`src/rtl/cam_reg_sequencer_if.sv`:
```
// Sequencer-to-IIC-driver request/completion bus.
// The master side issues one-cycle requests and the slave side reports completion.
interface cam_reg_sequencer_if;
  logic       iic_wr_en;
  logic       iic_rd_en;
  logic [7:0] iic_addr;
  logic [7:0] iic_wr_data;
  logic [7:0] iic_rd_data;
  logic       iic_work_done;
  logic       iic_ack;

  modport master (
    output iic_wr_en, iic_rd_en, iic_addr, iic_wr_data,
    input  iic_rd_data, iic_work_done, iic_ack
  );

  modport slave (
    input  iic_wr_en, iic_rd_en, iic_addr, iic_wr_data,
    output iic_rd_data, iic_work_done, iic_ack
  );
endinterface

```
`src/rtl/cam_reg_sequencer.sv`:
```
// Boot-time camera register sequencer: walks an (addr, value) table and issues one driver
// write per entry, with optional read-back verify, bounded retries and delay-marker entries.
module cam_reg_sequencer #(
  parameter int NUM_REGS   = 64,
  parameter int PWR_WAIT   = 1000,
  parameter int DELAY_UNIT = 256,
  parameter int TIMEOUT    = 100,
  parameter int MAX_RETRY  = 3,
  parameter int VERIFY     = 1
) (
  input  logic                       clk,
  input  logic                       rst,
  input  logic                       start,
  output logic [7:0]                 table_idx,
  input  logic [7:0]                 table_addr,
  input  logic [7:0]                 table_data,
  cam_reg_sequencer_if.master        iic,
  output logic                       busy,
  output logic                       done,
  output logic                       error,
  output logic [7:0]                 err_idx
);

  localparam int DLY_MAX = 255 * DELAY_UNIT;
  localparam int T_MAX   = (DLY_MAX > PWR_WAIT) ? ((DLY_MAX > TIMEOUT) ? DLY_MAX : TIMEOUT)
                                                : ((PWR_WAIT > TIMEOUT) ? PWR_WAIT : TIMEOUT);
  localparam int TW      = $clog2(T_MAX + 2);
  localparam int RW      = $clog2(MAX_RETRY + 2);

  localparam logic [TW-1:0] C_PWR     = TW'(PWR_WAIT);
  localparam logic [TW-1:0] C_TIMEOUT = TW'(TIMEOUT);
  localparam logic [RW-1:0] C_MAXR    = RW'(MAX_RETRY);
  localparam logic [7:0]    C_LAST    = 8'(NUM_REGS - 1);

  typedef enum logic [3:0] {
    S_IDLE, S_PWR, S_FETCH, S_WR, S_WWAIT, S_RD, S_RWAIT,
    S_DLY, S_RETRY, S_NEXT, S_DONE, S_ERROR
  } state_t;

  state_t        r_state;
  logic [TW-1:0] r_timer;
  logic [RW-1:0] r_retry;
  logic [7:0]    r_idx;
  logic          r_wd_q;
  logic          r_wr_en;
  logic          r_rd_en;
  logic [7:0]    r_addr;
  logic [7:0]    r_wdata;
  logic          r_busy;
  logic          r_done;
  logic          r_error;
  logic [7:0]    r_err_idx;

  logic w_wd_rise;
  logic w_tmo;

  // Only a fresh rising edge is a completion; the level left high by the last job is not.
  assign w_wd_rise = iic.iic_work_done & ~r_wd_q;
  assign w_tmo     = (r_timer >= C_TIMEOUT);

  always_ff @(posedge clk or posedge rst) begin
    if (rst) begin
      r_state   <= S_IDLE;
      r_timer   <= '0;
      r_retry   <= '0;
      r_idx     <= '0;
      r_wd_q    <= 1'b0;
      r_wr_en   <= 1'b0;
      r_rd_en   <= 1'b0;
      r_addr    <= '0;
      r_wdata   <= '0;
      r_busy    <= 1'b0;
      r_done    <= 1'b0;
      r_error   <= 1'b0;
      r_err_idx <= '0;
    end else begin
      r_wd_q  <= iic.iic_work_done;
      r_wr_en <= 1'b0;
      r_rd_en <= 1'b0;
      case (r_state)
        S_IDLE, S_DONE, S_ERROR: begin
          if (start) begin
            r_state   <= S_PWR;
            r_timer   <= C_PWR;
            r_idx     <= '0;
            r_retry   <= '0;
            r_done    <= 1'b0;
            r_error   <= 1'b0;
            r_err_idx <= '0;
            r_busy    <= 1'b1;
          end
        end
        S_PWR: begin
          if (r_timer <= TW'(1)) begin
            r_timer <= '0;
            r_state <= S_FETCH;
          end else begin
            r_timer <= r_timer - TW'(1);
          end
        end
        S_FETCH: begin
          if (table_addr == 8'hFF) begin
            r_timer <= TW'(int'(table_data) * DELAY_UNIT);
            r_state <= S_DLY;
          end else begin
            r_addr  <= table_addr;
            r_wdata <= table_data;
            r_wr_en <= 1'b1;
            r_state <= S_WR;
          end
        end
        // The request cycle counts toward the timeout window.
        S_WR: begin
          r_timer <= TW'(1);
          r_state <= S_WWAIT;
        end
        S_WWAIT: begin
          if (w_wd_rise) begin
            if (iic.iic_ack) begin
              r_state <= S_RETRY;
            end else if (VERIFY != 0) begin
              r_rd_en <= 1'b1;
              r_state <= S_RD;
            end else begin
              r_state <= S_NEXT;
            end
          end else if (w_tmo) begin
            r_state <= S_RETRY;
          end else begin
            r_timer <= r_timer + TW'(1);
          end
        end
        S_RD: begin
          r_timer <= TW'(1);
          r_state <= S_RWAIT;
        end
        S_RWAIT: begin
          if (w_wd_rise) begin
            r_state <= (iic.iic_rd_data == r_wdata) ? S_NEXT : S_RETRY;
          end else if (w_tmo) begin
            r_state <= S_RETRY;
          end else begin
            r_timer <= r_timer + TW'(1);
          end
        end
        S_DLY: begin
          if (r_timer == '0) begin
            r_state <= S_NEXT;
          end else begin
            r_timer <= r_timer - TW'(1);
          end
        end
        // One retry budget covers both the write and its read-back.
        S_RETRY: begin
          if (r_retry < C_MAXR) begin
            r_retry <= r_retry + RW'(1);
            r_wr_en <= 1'b1;
            r_state <= S_WR;
          end else begin
            r_error   <= 1'b1;
            r_err_idx <= r_idx;
            r_busy    <= 1'b0;
            r_state   <= S_ERROR;
          end
        end
        S_NEXT: begin
          r_retry <= '0;
          if (r_idx == C_LAST) begin
            r_done  <= 1'b1;
            r_busy  <= 1'b0;
            r_state <= S_DONE;
          end else begin
            r_idx   <= r_idx + 8'd1;
            r_state <= S_FETCH;
          end
        end
        default: r_state <= S_IDLE;
      endcase
    end
  end

  assign table_idx       = r_idx;
  assign iic.iic_wr_en   = r_wr_en;
  assign iic.iic_rd_en   = r_rd_en;
  assign iic.iic_addr    = r_addr;
  assign iic.iic_wr_data = r_wdata;
  assign busy            = r_busy;
  assign done            = r_done;
  assign error           = r_error;
  assign err_idx         = r_err_idx;

endmodule
```
`src/flat_wrapper.sv`:
```
// flat-port wrapper written by rule: the top's interface ports become plain ports
module cam_reg_sequencer_flat 
#(
  parameter int NUM_REGS   = 64,
  parameter int PWR_WAIT   = 1000,
  parameter int DELAY_UNIT = 256,
  parameter int TIMEOUT    = 100,
  parameter int MAX_RETRY  = 3,
  parameter int VERIFY     = 1
)
  (clk, rst, start, table_idx, table_addr, table_data, busy, done, error, err_idx, iic_iic_wr_en, iic_iic_rd_en, iic_iic_addr, iic_iic_wr_data, iic_iic_rd_data, iic_iic_work_done, iic_iic_ack);
  cam_reg_sequencer_if iic_i ();
  input  logic clk;
  input  logic rst;
  input  logic start;
  output logic [7:0] table_idx;
  input  logic [7:0] table_addr;
  input  logic [7:0] table_data;
  output logic busy;
  output logic done;
  output logic error;
  output logic [7:0] err_idx;
  output wire logic [$bits(iic_i.iic_wr_en)-1:0] iic_iic_wr_en;
  output wire logic [$bits(iic_i.iic_rd_en)-1:0] iic_iic_rd_en;
  output wire logic [$bits(iic_i.iic_addr)-1:0] iic_iic_addr;
  output wire logic [$bits(iic_i.iic_wr_data)-1:0] iic_iic_wr_data;
  input wire logic [$bits(iic_i.iic_rd_data)-1:0] iic_iic_rd_data;
  input wire logic [$bits(iic_i.iic_work_done)-1:0] iic_iic_work_done;
  input wire logic [$bits(iic_i.iic_ack)-1:0] iic_iic_ack;
  assign iic_iic_wr_en = iic_i.iic_wr_en;
  assign iic_iic_rd_en = iic_i.iic_rd_en;
  assign iic_iic_addr = iic_i.iic_addr;
  assign iic_iic_wr_data = iic_i.iic_wr_data;
  assign iic_i.iic_rd_data = iic_iic_rd_data;
  assign iic_i.iic_work_done = iic_iic_work_done;
  assign iic_i.iic_ack = iic_iic_ack;
  cam_reg_sequencer #(.NUM_REGS(NUM_REGS), .PWR_WAIT(PWR_WAIT), .DELAY_UNIT(DELAY_UNIT), .TIMEOUT(TIMEOUT), .MAX_RETRY(MAX_RETRY), .VERIFY(VERIFY)) u_core (.clk(clk), .rst(rst), .start(start), .table_idx(table_idx), .table_addr(table_addr), .table_data(table_data), .iic(iic_i), .busy(busy), .done(done), .error(error), .err_idx(err_idx));
endmodule
```
`config.mk`:
```
export PLATFORM = sky130hd
export DESIGN_NAME = cam_reg_sequencer_flat
export DESIGN_NICKNAME = d
export VERILOG_FILES = /design/src/rtl/cam_reg_sequencer_if.sv /design/src/rtl/cam_reg_sequencer.sv /design/src/flat_wrapper.sv
export SDC_FILE = /design/constraint.sdc
export NUM_CORES = 1
export LEC_CHECK = 0
export CAP_MARGIN = 20
export CORE_MARGIN = 2
export CORE_UTILIZATION = 58
export DETAILED_ROUTE_END_ITERATION = 6
export GPL_TIMING_DRIVEN = 0
export PLACE_DENSITY_LB_ADDON = 0.08
export SYNTH_ARGS = -nofsm -noshare
export SYNTH_HDL_FRONTEND = slang
export SYNTH_SLANG_ARGS = --single-unit
```
`constraint.sdc`:
```
create_clock -name clk -period 4.3 [get_ports clk]
set_input_delay 0.86 -clock clk [delete_from_list [all_inputs] [get_ports clk]]
set_output_delay 0.86 -clock clk [all_outputs]
set_load 0.02 [all_outputs]
```
==> impl_results.md <==
* Status: finished clean
* TritonRoute pass-1 iters at 5
* Placed insts at between 500 and 600
* Data required time of the worst path at 4.53 ns
* Slew margin rel. at 32.5%
* Pwr Density at 741 nW/um^2
* Htree depth at 3
* Synth area leader: dfrtp_1
* Slowest cell delay on critical path at 0.50 ns
* Yosys top cell area share at 39.7%
* # nets final at 536
* Final Hold Fails at 0
* CP max FO at 10
* Initial Utilization at 60.2%
* Syn nets at 459
* Total gr overflow at 0
* Initial antenna violation count at 0
* Post-cts resize count at 0
* Initial DRC Count at 310
* Syn Inst Count at 424
* Pleak at 1.92 nW
* Worst Hold Class: reg -> reg
* Vias in the first global route at about 3.6k
* Met3 Resource Use GR at between 7 and 8%
* Synth async-reset ratio at 100%
* Slew @ Worst Pin at a little over 1 ns
* Routed WL at 10900 microns
* Post-synth EDFFs at 0
* Antenna cells at 0
* Syn Area/Cell at 9.06 sq um
* Startpoint types: primary input
* Max cap viols at 0
* Worst hold slack at 0.483 ns
* I/O pin total at 66
* Vias after detailed routing at 3714
* Row cnt at 29
* Worst setup margin at 1.38 ns
* GRT Util Overall at 32.0%
* CP Capture Type: flip-flop
* Placed cell area at roughly 4600 sq um
* Layout cells sized above 1 at 11.7%
* Area growth syn-to-layout at 25.4%
* Synth top cells by count: dfrtp_1 (61), nand2_1 (38), nor2_1 (31)
* I/O Buffers at 65
* Crit path buf inv count at 2
* Synth cell types at 67
* Final Non-Filler Cells at 583
* Top delay family on crit path: compound AO/OA/AOI/OAI gates
* Worst path slowest cell: clkdlybuf4s50_1
* Critical path, cell by cell: clkdlybuf4s50_1, nand4_1, o21ai_2, o211ai_1, a21oi_2, buf_4, o21ai_1, a22o_1
* Gpl congestion at 0.909
* Clk sinks at 61
* Pre-CTS setup slack at 1.04 ns
* RSZ-0062 raised after global routing: false
* Hold buffers post-CTS at 0
* Max VDD drop at approximately 0.00042 V
* Synth Register Bits at 61
* Routed Antenna Nets at 0
* Kind of critical path: in -> reg
* Tcrit/Tclk final at 67.9%
* Count of final setup violators at 0
* Setup_tns at 0 ns
* Chip Width at 85.4 microns
* Pin count of the biggest net entering global routing at 37
* Final instance area at 4820 sq um
* First-pass GRT wire length at between 15000 and 20000 microns
* Synthesized cell area at 3840 sq um
* Max Slew Vio Count at 0
* Root buf cell: clkbuf_8
* Worst-path clk slew at 0.08 ns
* Most frequent cell after synthesis: dfrtp_1
* Post CTS Setup Buffer Count at 0
* Placeable Area at 6390 sq um
* GRT Max-Usage Layer: met2
* Die H at roughly 85 microns
* Clk buf depth at 2
* CTS tree: built
* Clk_lat worst skew at 0.35 ns
* Max Freq at between 0.3 and 0.4 GHz
* M1 GR Usage at 40.1%
* WL per Instance at 18.7 microns
* Met2 usage at between 50% and 60%
* Worst reg2reg setup slack at 1.62 ns
* Ys Warns at 0
* Detailed Place HPWL at 7850 microns
* PnR Total Power at 3.57 mW
* Top FF cell, synth: dfrtp_1
* Top cells by area, synth: dfrtp_1 (40%), mux2_2 (4.1%), nand2_1 (3.7%)
* Sequential-to-total area share from yosys stat at 39.7%
* Worst EP arrival at 3.15 ns
* Post-layout util at 75.5%
* Die Footprint at 7290 sq um
* DRC Markers at 0
* Num CTS Buffers at 9
* Vias/cell at between 6 and 7
* Final Critical Period at 2.92 ns
* Final clock skew at 0.0135 ns
## worst reg2reg max path: stages, from the launching register on
cell and delay [ns]:
dfrtp_1 0.36, buf_2 0.18, buf_1 0.25, nor3_1 0.64, nand2_1 0.16, nor2_1 0.64
or4bb_1 0.23, o221a_2 0.16
## layout by cell type, fill, tap and decap left out, types with 6 or more instances in the layout
cell and count:
a21oi_1 25, a22o_1 12, clkbuf_1 16, clkbuf_8 11, clkdlybuf4s50_1 65, dfrtp_1 61, ha_1 6, inv_1 14
mux2_2 14, nand2_1 38, nand3_1 16, nand4_1 7, nor2_1 31, nor2b_1 7, nor3_1 14, nor4_1 6
o211ai_1 6, o21ai_0 27, o21ai_1 6, xnor2_1 16
## logic make-up (layout without fill, tap and decap cells)
group / count (synthesis) / count (layout) / synth area share [%]
AND/OR/NAND/NOR: 156 / 156 / 22.4
AO/OA/AOI/OAI: 124 / 124 / 22.1
flip-flops: 61 / 61 / 39.7
buffers and inverters: 44 / 126 / 5.31
XOR/XNOR: 18 / 18 / 4.10
multiplexers: 15 / 15 / 4.36
adder cells (fa/ha/maj): 6 / 6 / 1.95
## per-layer routing
| layer | vias up | wire length [microns] |
|---|---|---|
| met4 | 0 | 310 |
| li1 | 1724 | - |
| met5 | - | 0 |
| met1 | 1788 | 4470 |
| met3 | 37 | 716 |
| met2 | 165 | 5420 |
## path summary, 6_finish.rpt
kind	from	cells after the start	endpoint
worst max-delay path	table_addr[3]	8	u_core.r_timer[14]
min in group asynchronous	rst	2	u_core.iic.iic_addr[4]
worst min register to register	u_core.error	1	u_core.error
max in group asynchronous	rst	3	u_core.r_timer[5]
worst min-delay path	u_core.error	1	u_core.error
worst max register to register	u_core.r_state[0]	7	u_core.r_state[3]
## where the power goes
group | internal [mW] | switching [mW] | leakage (nW)
sequential | 0.766 | 0.183 | 0.785
combinational | 0.857 | 1.21 | 1.04
clock | 0.299 | 0.252 | 0.102
total | 1.92 | 1.65 | 1.92
## cell type report
class                   instances  area, sq um
clock buffers                  11          151
multi-input cells             319         2110
plain buffers                  29          148
clock inverters                 5         58.8
well taps                      77         96.3
inverters                      15         56.3
fillers                       470         1570
repair buffers                 66          671
flip-flops and latches         61         1530
## registers in the layout, summed over array words and instances (netlist names)
signal / count
u_core.r_state: 4
u_core.error: 1
u_core.busy: 1
u_core.table_idx: 8
u_core.err_idx: 8
u_core.r_retry: 3
u_core.iic.iic_rd_en: 1
u_core.iic.iic_addr: 8
u_core.iic.iic_wr_en: 1
u_core.r_wd_q: 1
u_core.done: 1
u_core.iic.iic_wr_data: 8
u_core.r_timer: 16
No activity file was read; power rests on OpenSTA's default activity.
